<file path="src/rtl/hamming_secded_codec.sv">
// rtl/hamming_secded_codec.sv - serial Hamming SECDED encoder/decoder pair
//
// Purpose: a serial encoder turns K data bits into an N-bit extended Hamming
// codeword, and a serial decoder turns N-bit codewords back into corrected
// data. The two paths share only clk, reset and enable.
//
// Codeword layout: parity bits sit at positions 1,2,4,...; data bits sit at
// the other positions from 3 upward, with the first serial data bit lowest.
// Position 0 holds the overall parity. Bits go out and come in as position
// 1 first, up to N-1, and position 0 last.
//
// Ports:
//   clk, reset          single clock; synchronous active-high reset
//   enable              global advance; low stalls everything and masks pulses
//   enc_in/enc_valid    serial data into the encoder; enc_ready = accepting
//   inject_mask         XORed into the codeword when the K-th bit is accepted
//   enc_out/_valid      serial codeword out
//   dec_in/dec_valid    serial codeword into the decoder; dec_ready = accepting
//   dec_out/_valid      serial corrected data out
//   syndrome            syndrome of the last checked codeword
//   err_corrected       one-cycle pulse, single error corrected
//   err_uncorrectable   one-cycle pulse, double or invalid error
//   corr_cnt/uncorr_cnt saturating error counters
module hamming_secded_codec #(
  parameter int K = 4,
  // Smallest R with 2^R >= K+R+1, written out for the supported range of K.
  localparam int R = (K <= 1) ? 2 : (K <= 4) ? 3 : (K <= 11) ? 4 : (K <= 26) ? 5 : 6,
  localparam int N = K + R + 1
) (
  input  logic         clk,
  input  logic         reset,
  input  logic         enable,
  input  logic         enc_in,
  input  logic         enc_valid,
  output logic         enc_ready,
  input  logic [N-1:0] inject_mask,
  output logic         enc_out,
  output logic         enc_out_valid,
  input  logic         dec_in,
  input  logic         dec_valid,
  output logic         dec_ready,
  output logic         dec_out,
  output logic         dec_out_valid,
  output logic [R-1:0] syndrome,
  output logic         err_corrected,
  output logic         err_uncorrectable,
  output logic [7:0]   corr_cnt,
  output logic [7:0]   uncorr_cnt
);

  localparam logic [0:0] ENC_COLLECT = 1'b0;
  localparam logic [0:0] ENC_SHIFT   = 1'b1;

  localparam logic [1:0] DEC_COLLECT = 2'd0;
  localparam logic [1:0] DEC_CHECK   = 2'd1;
  localparam logic [1:0] DEC_SHIFT   = 2'd2;

  // Builds the codeword indexed by position from the data bits.
  function automatic logic [N-1:0] encode(input logic [K-1:0] data);
    logic [N-1:0] w;
    int k;
    w = '0;
    k = 0;
    for (int p = 1; p < N; p++) begin
      if ((p & (p - 1)) != 0) begin
        w[p] = data[k];
        k++;
      end
    end
    for (int j = 0; j < R; j++) begin
      for (int p = 1; p < N; p++) begin
        if ((((p >> j) & 1) != 0) && (p != (1 << j))) begin
          w[1 << j] = w[1 << j] ^ w[p];
        end
      end
    end
    w[0] = ^w[N-1:1];
    return w;
  endfunction

  // Pulls the data bits back out of a position-indexed codeword.
  function automatic logic [K-1:0] extract(input logic [N-1:0] w);
    logic [K-1:0] data;
    int k;
    data = '0;
    k = 0;
    for (int p = 1; p < N; p++) begin
      if ((p & (p - 1)) != 0) begin
        data[k] = w[p];
        k++;
      end
    end
    return data;
  endfunction

  // ---------------- encoder ----------------
  logic [0:0]   enc_state_q, enc_state_d;
  logic [5:0]   enc_cnt_q, enc_cnt_d;
  logic [K-1:0] enc_data_q, enc_data_d;
  logic [N-1:0] enc_sr_q, enc_sr_d;
  logic [N-1:0] enc_word;

  always_comb begin
    enc_state_d = enc_state_q;
    enc_cnt_d   = enc_cnt_q;
    enc_data_d  = enc_data_q;
    enc_sr_d    = enc_sr_q;
    enc_word    = '0;
    if (enable) begin
      case (enc_state_q)
        ENC_COLLECT: begin
          if (enc_valid) begin
            // Shift in from the top so the first bit ends up in data[0].
            enc_data_d = {enc_in, enc_data_q[K-1:1]};
            if (enc_cnt_q == 6'(K - 1)) begin
              enc_word    = encode(enc_data_d) ^ inject_mask;
              // Transmit order: positions 1..N-1, then position 0.
              enc_sr_d    = {enc_word[0], enc_word[N-1:1]};
              enc_cnt_d   = '0;
              enc_state_d = ENC_SHIFT;
            end else begin
              enc_cnt_d = enc_cnt_q + 6'd1;
            end
          end
        end
        default: begin
          enc_sr_d = {1'b0, enc_sr_q[N-1:1]};
          if (enc_cnt_q == 6'(N - 1)) begin
            enc_cnt_d   = '0;
            enc_state_d = ENC_COLLECT;
          end else begin
            enc_cnt_d = enc_cnt_q + 6'd1;
          end
        end
      endcase
    end
  end

  always_ff @(posedge clk) begin
    if (reset) begin
      enc_state_q <= ENC_COLLECT;
      enc_cnt_q   <= '0;
      enc_data_q  <= '0;
      enc_sr_q    <= '0;
    end else begin
      enc_state_q <= enc_state_d;
      enc_cnt_q   <= enc_cnt_d;
      enc_data_q  <= enc_data_d;
      enc_sr_q    <= enc_sr_d;
    end
  end

  assign enc_ready     = (enc_state_q == ENC_COLLECT);
  assign enc_out_valid = (enc_state_q == ENC_SHIFT) && enable;
  assign enc_out       = enc_out_valid && enc_sr_q[0];

  // ---------------- decoder ----------------
  logic [1:0]   dec_state_q, dec_state_d;
  logic [5:0]   dec_cnt_q, dec_cnt_d;
  logic [N-1:0] rx_sr_q, rx_sr_d;
  logic [K-1:0] dout_sr_q, dout_sr_d;
  logic [R-1:0] syn_q, syn_d;
  logic         corr_q, corr_d;
  logic         uncorr_q, uncorr_d;
  logic [7:0]   corr_cnt_q, corr_cnt_d;
  logic [7:0]   uncorr_cnt_q, uncorr_cnt_d;
  logic [N-1:0] rx_word;
  logic [R-1:0] s_calc;
  logic         p_calc;

  // Received shift register is in transmit order; re-index it by position.
  assign rx_word = {rx_sr_q[N-2:0], rx_sr_q[N-1]};

  always_comb begin
    s_calc = '0;
    for (int p = 1; p < N; p++) begin
      if (rx_word[p]) begin
        s_calc = s_calc ^ R'(p);
      end
    end
    p_calc = ^rx_word;
  end

  always_comb begin
    logic [N-1:0] fixed;
    dec_state_d  = dec_state_q;
    dec_cnt_d    = dec_cnt_q;
    rx_sr_d      = rx_sr_q;
    dout_sr_d    = dout_sr_q;
    syn_d        = syn_q;
    corr_d       = corr_q;
    uncorr_d     = uncorr_q;
    corr_cnt_d   = corr_cnt_q;
    uncorr_cnt_d = uncorr_cnt_q;
    fixed        = rx_word;
    if (enable) begin
      // Flags last exactly one advancing cycle.
      corr_d   = 1'b0;
      uncorr_d = 1'b0;
      case (dec_state_q)
        DEC_COLLECT: begin
          if (dec_valid) begin
            rx_sr_d = {dec_in, rx_sr_q[N-1:1]};
            if (dec_cnt_q == 6'(N - 1)) begin
              dec_cnt_d   = '0;
              dec_state_d = DEC_CHECK;
            end else begin
              dec_cnt_d = dec_cnt_q + 6'd1;
            end
          end
        end
        DEC_CHECK: begin
          syn_d = s_calc;
          if (p_calc && (32'(s_calc) <= 32'(N - 1))) begin
            // Odd overall parity and a syndrome naming a real position:
            // single error there (syndrome 0 means the overall parity bit).
            for (int p = 0; p < N; p++) begin
              if (32'(s_calc) == 32'(p)) begin
                fixed[p] = ~rx_word[p];
              end
            end
            corr_d = 1'b1;
            if (corr_cnt_q != 8'hFF) begin
              corr_cnt_d = corr_cnt_q + 8'd1;
            end
          end else if (p_calc || (s_calc != '0)) begin
            uncorr_d = 1'b1;
            if (uncorr_cnt_q != 8'hFF) begin
              uncorr_cnt_d = uncorr_cnt_q + 8'd1;
            end
          end
          dout_sr_d   = extract(fixed);
          dec_state_d = DEC_SHIFT;
        end
        default: begin
          dout_sr_d = {1'b0, dout_sr_q[K-1:1]};
          if (dec_cnt_q == 6'(K - 1)) begin
            dec_cnt_d   = '0;
            dec_state_d = DEC_COLLECT;
          end else begin
            dec_cnt_d = dec_cnt_q + 6'd1;
          end
        end
      endcase
    end
  end

  always_ff @(posedge clk) begin
    if (reset) begin
      dec_state_q  <= DEC_COLLECT;
      dec_cnt_q    <= '0;
      rx_sr_q      <= '0;
      dout_sr_q    <= '0;
      syn_q        <= '0;
      corr_q       <= 1'b0;
      uncorr_q     <= 1'b0;
      corr_cnt_q   <= '0;
      uncorr_cnt_q <= '0;
    end else begin
      dec_state_q  <= dec_state_d;
      dec_cnt_q    <= dec_cnt_d;
      rx_sr_q      <= rx_sr_d;
      dout_sr_q    <= dout_sr_d;
      syn_q        <= syn_d;
      corr_q       <= corr_d;
      uncorr_q     <= uncorr_d;
      corr_cnt_q   <= corr_cnt_d;
      uncorr_cnt_q <= uncorr_cnt_d;
    end
  end

  assign dec_ready         = (dec_state_q == DEC_COLLECT);
  assign dec_out_valid     = (dec_state_q == DEC_SHIFT) && enable;
  assign dec_out           = dec_out_valid && dout_sr_q[0];
  assign syndrome          = syn_q;
  assign err_corrected     = corr_q && enable;
  assign err_uncorrectable = uncorr_q && enable;
  assign corr_cnt          = corr_cnt_q;
  assign uncorr_cnt        = uncorr_cnt_q;

endmodule

</file>
<file path="config.mk">
export PLATFORM = sky130hd
export DESIGN_NAME = hamming_secded_codec
export DESIGN_NICKNAME = d
export VERILOG_FILES = /design/src/rtl/hamming_secded_codec.sv
export SDC_FILE = /design/constraint.sdc
export NUM_CORES = 1
export LEC_CHECK = 0
export CELL_PAD_IN_SITES_DETAIL_PLACEMENT = 1
export CELL_PAD_IN_SITES_GLOBAL_PLACEMENT = 2
export CORE_ASPECT_RATIO = 0.9
export CORE_MARGIN = 1
export CORE_UTILIZATION = 30
export CTS_CLUSTER_DIAMETER = 150
export DETAILED_ROUTE_END_ITERATION = 12
export HOLD_SLACK_MARGIN = 0.05
export PLACE_DENSITY_LB_ADDON = 0.1
export SETUP_SLACK_MARGIN = 0.3
export SYNTH_ARGS = -nofsm -noshare
export SYNTH_HDL_FRONTEND = slang
export SYNTH_SLANG_ARGS = --single-unit
export TNS_END_PERCENT = 1
</file>
<file path="constraint.sdc">
create_clock -name clk -period 2.1 [get_ports clk]
set_clock_uncertainty 0.15 [all_clocks]
set_input_delay 0.315 -clock clk [delete_from_list [all_inputs] [get_ports clk]]
set_output_delay 0.315 -clock clk [all_outputs]
set_load 0.05 [all_outputs]
</file>
---- Word-level counts from Yosys, hierarchy flattened ----
Cells that the tools add are included.
word-level totals
  flip-flop bits (word level) ............. 60
cells by class
  add/sub/neg operators ................... 8
  multiplexer cells ....................... 133
  equality and inequality tests ........... 17
  bitwise gates (word level) .............. 25
  reduce and logical (&&, ||, !) cells .... 28
  magnitude comparators ................... 9
operators by type and width
  cell                                                                count
  two-way mux 32 bit                                                  18
  < comparator 32 x 4 -> 1 bit, second input constant                 6
  adder 32 x 2 -> 32 bit, second input constant                       4
  greater-or-equal comparator 32 x 1 -> 1 bit, second input constant  3
  two-way mux 1 bit                                                   77
  two-way mux 8 bit                                                   6
  two-way mux 6 bit                                                   7
  adder 8 x 1 -> 8 bit, second input constant                         2
  two-way mux 4 bit                                                   4
  inequality test 8 bit, second input constant                        2
  adder 6 x 1 -> 6 bit, second input constant                         2
  bitwise mux 4 bit                                                   3
  equality test 3 bit, second input constant                          4
  equality test 6 x 2 -> 1 bit, second input constant                 2
  equality test 6 x 3 -> 1 bit, second input constant                 2
  two-way mux 3 bit                                                   4
  NOT 1 bit                                                           12
  case mux 6 bit (2 select lines)                                     1
  AND reduction 3 bit                                                 4
  two-way mux 2 bit                                                   5
  logical AND 1 bit                                                   9
  case mux 4 bit (2 select lines)                                     1
  AND reduction 4 bit                                                 2
  XOR reduction 8 bit                                                 1
  other kinds (22)                                                    39

---- Longest topological paths before layout ----
  word-level depth ........................ 32
  gate-level depth with buffers ........... 7

---- Least setup slack after synthesis ----
No wires, ideal clock.
  kind .................................... in2out
  start point ............................. input port enable
  end point ............................... output port dec_out
  path buffers ............................ 1
  cell stages on the path ................. 4
  arrival time ............................ 1.873 ns
  setup slack ............................. -0.238 ns
  path through ............................ clkbuf_1 -> nand2_1 -> nor2_1 -> and2_1
between the ends
  longest elaborated chain between the ends .. 2
RTL lines
  element            line  RTL
  from (decl)        32    input logic enable,
  logical AND 1 bit  273   assign dec_out_valid = (dec_state_q == DEC_SHIFT) && enable;
  via dec_out_valid  43    output logic dec_out_valid,
  logical AND 1 bit  274   assign dec_out = dec_out_valid && dout_sr_q[0];
  to (decl)          42    output logic dec_out,
The timed path passes the listed nets, and every way through them passes these cells.

---- Worst setup path in the final report ----
  start point ............................. register rx_sr_q[4]
  end point ............................... register corr_cnt_q[5], in the netlist corr_cnt[5]
between the ends
  longest elaborated chain between the ends .. 2
RTL lines
  element                        line  RTL
  from (decl)                    160   logic [N-1:0] rx_sr_q, rx_sr_d;
  from (signal assigned)         262   rx_sr_q <= rx_sr_d;
  XOR reduction 8 bit            181   p_calc = ^rx_word;
  AND reduction 4 bit (no line)  -
  to (signal assigned)           267   corr_cnt_q <= corr_cnt_d;
  to (decl)                      165   logic [7:0] corr_cnt_q, corr_cnt_d;
No other way between the ends.
A chain may end at the register's enable or synchronous reset.

==> results.md <==
Synth:
- The net count after synthesis is approximately 430.
- The most common flop cell mapped by yosys is sky130_fd_sc_hd__dfxtp_1.
- By area the synthesized netlist is led by sky130_fd_sc_hd__dfxtp_1, sky130_fd_sc_hd__nand2_1, sky130_fd_sc_hd__nor2_1, sky130_fd_sc_hd__xnor2_1, sky130_fd_sc_hd__a21oi_1.
- The fraction of registers with async set or reset after synthesis is 0%.
- The number of warning messages in the yosys log is 0.
- Counting every instance in the synthesized netlist gives 410.
- Synthesis inferred 59 register bits.
- The cell taking the most area after synthesis is sky130_fd_sc_hd__dfxtp_1.
- Counting flops with a built-in enable in the synthesized netlist gives 0.
- The distinct cell type count after synthesis is 59.
- The area of the mapped netlist is approximately 3400 µm².
- The average instance in the mapped netlist occupies 8.22 µm².
- The top-area cell type share of the netlist area is 35.1%.
- The part of the Yosys area used for sequential elements is 35.1%.

Die:
- From left edge to right edge, the die measures approximately 110 µm.
- The total area inside the core boundary comes to roughly 11000 µm².
- The die area is 11700 µm².
- The floorplan has 36 rows.
- The number of top-level pins is 42.
- The die is 103 µm tall.
- The effective utilization at floorplan is 30.9%.

Run status:
- The checks that failed: setup timing.
- The run finished, with violations left.

Placed design:
- The routability congestion estimate from global placement is 0.762.
- The area of placed instances is 4430 µm².
- The count of buffers added on input and output ports is 41.
- The total half-perimeter wirelength after legalization and detailed placement is 7080 µm.
- The cell count after placement is 641.

Drt:
- The iteration-0 DRC count of the detailed router is 83.
- Detailed routing inserted a total of about 3200 vias.
- The ratio of routed vias to standard cells is 4.85.
- For this run, design rule violations remaining after detail routing come to 0.
- Dividing the detail-routed wire length by the instance count gives 14.3 µm.
- The post-detailed-routing wire length is around 9400 µm.
- The first detailed-routing pass ran for 4 iterations.
- The detail route stage leaves a number of antenna-violating nets equal to 0.

Min path:
- The worst hold-check path type is flop to flop.
- The worst hold path begins at enc_sr_q[3].
- The worst hold path passes through 2 cells.
- The worst min-delay path endpoint is enc_sr_q[3].

Clocking:
- The maximum count of clock buffers along a single path is 2.
- The number of buffers inserted during clock tree synthesis is 9.
- The root buffer selected by CTS is sky130_fd_sc_hd__clkbuf_16.
- The clock tree from TritonCTS is built.
- Buffers inserted to repair hold after CTS numbered 0.
- The clock insertion delay at the later pin of the skew report is 0.34 ns.
- The clock drives 59 sinks.
- The H-tree was split into 3 levels.
- After clock tree synthesis, the clock-pin slew on the worst setup and hold paths is 0.05 ns.

Run:
- The tool flagged a number of max-cap violations equal to 0.

Cells and area:
- The number of non-filler instances in the completed layout is roughly 660.
- 0 antenna diodes ended up in the layout.
- Counting the fill cells in the layout gives ~1300.
- At the end of the flow the core is filled with cells to between 40% and 50%.
- The library cell used most frequently in the layout, excluding fill and tap cells, is sky130_fd_sc_hd__buf_4.
- After routing the design area is just under 5000 µm².
- The area growth from synthesis to layout is 45.8%.
- The total number of nets in the final design is 519.
- In the layout the commonest cells are sky130_fd_sc_hd__buf_4, sky130_fd_sc_hd__nand2_1, sky130_fd_sc_hd__dfxtp_1, sky130_fd_sc_hd__nor2_1, sky130_fd_sc_hd__a21oi_1.
- Cells with a size suffix above 1 make up between 30 and 40% of the layout.

GRT:
- The first global-routing pass estimated 16100 µm of wire.
- Entering global routing, the biggest net connects 35 pins.
- Global routing consumed, over all layers together, 18.0% of the routing resources.
- The via count of the first global-routing pass is 3266.
- The number of antenna violations at the first check in global routing was 0.
- For this run the aggregate overflow at the end of global routing stands at 0.

STA:
- Subtracting the final worst setup slack from the clock period gives 2.23 ns.
- The share of the cycle needed by the critical path after routing is 106%.
- The highest attainable clock frequency is 448 MHz.
- Setup repair after global routing could not meet its margin everywhere.
- Once routing completed, OpenROAD measured the worst setup slack at -0.130 ns.
- The final count of hold timing violations is 0.
- For the pin with the worst max-slew slack, the measured transition is 0.536 ns.
- The number of slew-limit violations in the final report came to 0.
- The number of endpoints failing setup at the final stage is 12.
- Headroom to the max-slew limit came out at between 60% and 70%.

Critical path:
- Of all nets on the critical path, the largest fanout is 6.
- The number of cell instances on the worst register-to-register path is 5.
- The worst register-to-register path begins at rx_sr_q[4].
- The capturing point of the worst reg2reg path is corr_cnt[5].
- The minimum setup slack among reg-to-reg paths is -0.13 ns.
- The worst setup path is captured at a flop.
- The classification of the worst setup path is flop to flop.
- For the worst setup path, the data arrival time is 2.30 ns.
- The type of origin of the critical path is a flop.
- STA puts the critical path data required time at 2.17 ns.

Pwr:
- For this design the static power due to leakage is around 2.0 nW.
- The peak supply drop is roughly 0.48 mV.
- Dividing total power by cell area gives a power density of 574 nW/µm².
-- logic make-up (layout without fill, tap and decap cells) --
group	after synthesis	in the layout	share of synthesized area, %
xor+xnor	39	39	12.0
fa+ha+maj	4	4	1.49
buf+inv	35	129	4.72
flops	59	59	35.1
compound gates	80	80	15.2
simple gates	173	173	25.1
mux	20	20	6.39
-- area by class of cell --
| type | count | area, µm² | area share, % |
|---|---|---|---|
| flip-flops and latches | 59 | 1200 | 24.5 |
| clock inverters | 2 | 35.0 | 0.713 |
| multi-input cells | 316 | 2250 | 45.8 |
| well taps | 152 | 190 | 3.87 |
| repair buffers | 105 | 942 | 19.2 |
| clock buffers | 13 | 260 | 5.30 |
| inverters | 9 | 33.8 | 0.688 |
-- critical path, stage by stage (launching register included) --
cell and delay, ns:
sky130_fd_sc_hd__dfxtp_2 0.33, sky130_fd_sc_hd__xnor3_2 0.47, sky130_fd_sc_hd__xnor2_4 0.20, sky130_fd_sc_hd__or3_1 0.45, sky130_fd_sc_hd__a21oi_1 0.17, sky130_fd_sc_hd__mux2_2 0.35
-- through the flow --
step	setup slack (ns)	TNS (ns)	power (mW)	hold slack, ns
final	-0.130	-1.10	2.82	0.302
after CTS	-0.129	-1.35	2.88	0.300
after detailed placement	-0.421	-4.11	1.35	0.295
after floorplan	-0.0762	-0.588	1.26	0.278
after global routing	-0.193	-2.12	2.93	0.331
after global placement	-0.338	-3.04	1.35	0.291
-- state kept, by name, indices dropped and copies added (netlist names), 4 cells and up --
name and cells:
corr_cnt 8, dout_sr_q 4, rx_sr_q 8, enc_cnt_q 6, dec_cnt_q 6, uncorr_cnt 8, enc_sr_q 8
-- worst max-delay path by stage --
stage | slack [ns] | end | start | cells past startpoint
after floorplan | -0.08 | uncorr_cnt[6] | rx_sr_q[5] | 7
after global placement | -0.34 | uncorr_cnt[7] | enable | 6
after detailed placement | -0.42 | uncorr_cnt[7] | enable | 6
after CTS | -0.13 | uncorr_cnt[5] | rx_sr_q[4] | 6
after global routing | -0.19 | uncorr_cnt[5] | rx_sr_q[4] | 6
final | -0.13 | corr_cnt[5] | rx_sr_q[4] | 5
-- where the power goes --
| group | switching (mW) | internal [mW] |
|---|---|---|
| clock | 0.515 | 0.974 |
| sequential | 0.0100 | 1.13 |
| combinational | 0.104 | 0.0885 |
-- synth_stat cells (4+ instances only) --
cell type                  count
sky130_fd_sc_hd__inv_1         8
sky130_fd_sc_hd__or3_1         6
sky130_fd_sc_hd__and2_1        5
sky130_fd_sc_hd__xnor2_1      18
sky130_fd_sc_hd__nand2_1      51
sky130_fd_sc_hd__dfxtp_1      59
sky130_fd_sc_hd__o21ai_0      15
sky130_fd_sc_hd__xor2_1       15
sky130_fd_sc_hd__and3_1        9
sky130_fd_sc_hd__ha_1          4
sky130_fd_sc_hd__nor2_1       42
sky130_fd_sc_hd__a21oi_1      28
sky130_fd_sc_hd__nand3_1      20
sky130_fd_sc_hd__nand4_1       9
sky130_fd_sc_hd__buf_2         7
sky130_fd_sc_hd__mux2i_1       8
sky130_fd_sc_hd__mux2_2       11
sky130_fd_sc_hd__nor2b_1      13
sky130_fd_sc_hd__clkbuf_1     15
-- routing by layer --
metal	part of all wire [%]	wire, µm	global-route usage (%)	up-vias
met2	46	4320	29.3	31
li1	-	-	-	1618
met3	2.7	252	4.23	12
met4	1.9	182	8.20	0
met5	0	0	0	-
met1	49	4630	22.8	1518
-- timing repair --
item	4_1_cts	5_1_grt
pin swaps	22	14
hold endpoints to repair	0	0
setup endpoints to repair	60	44
buffers inserted	0	0
resized for setup	60	19
(Power assumes the default switching activity.)
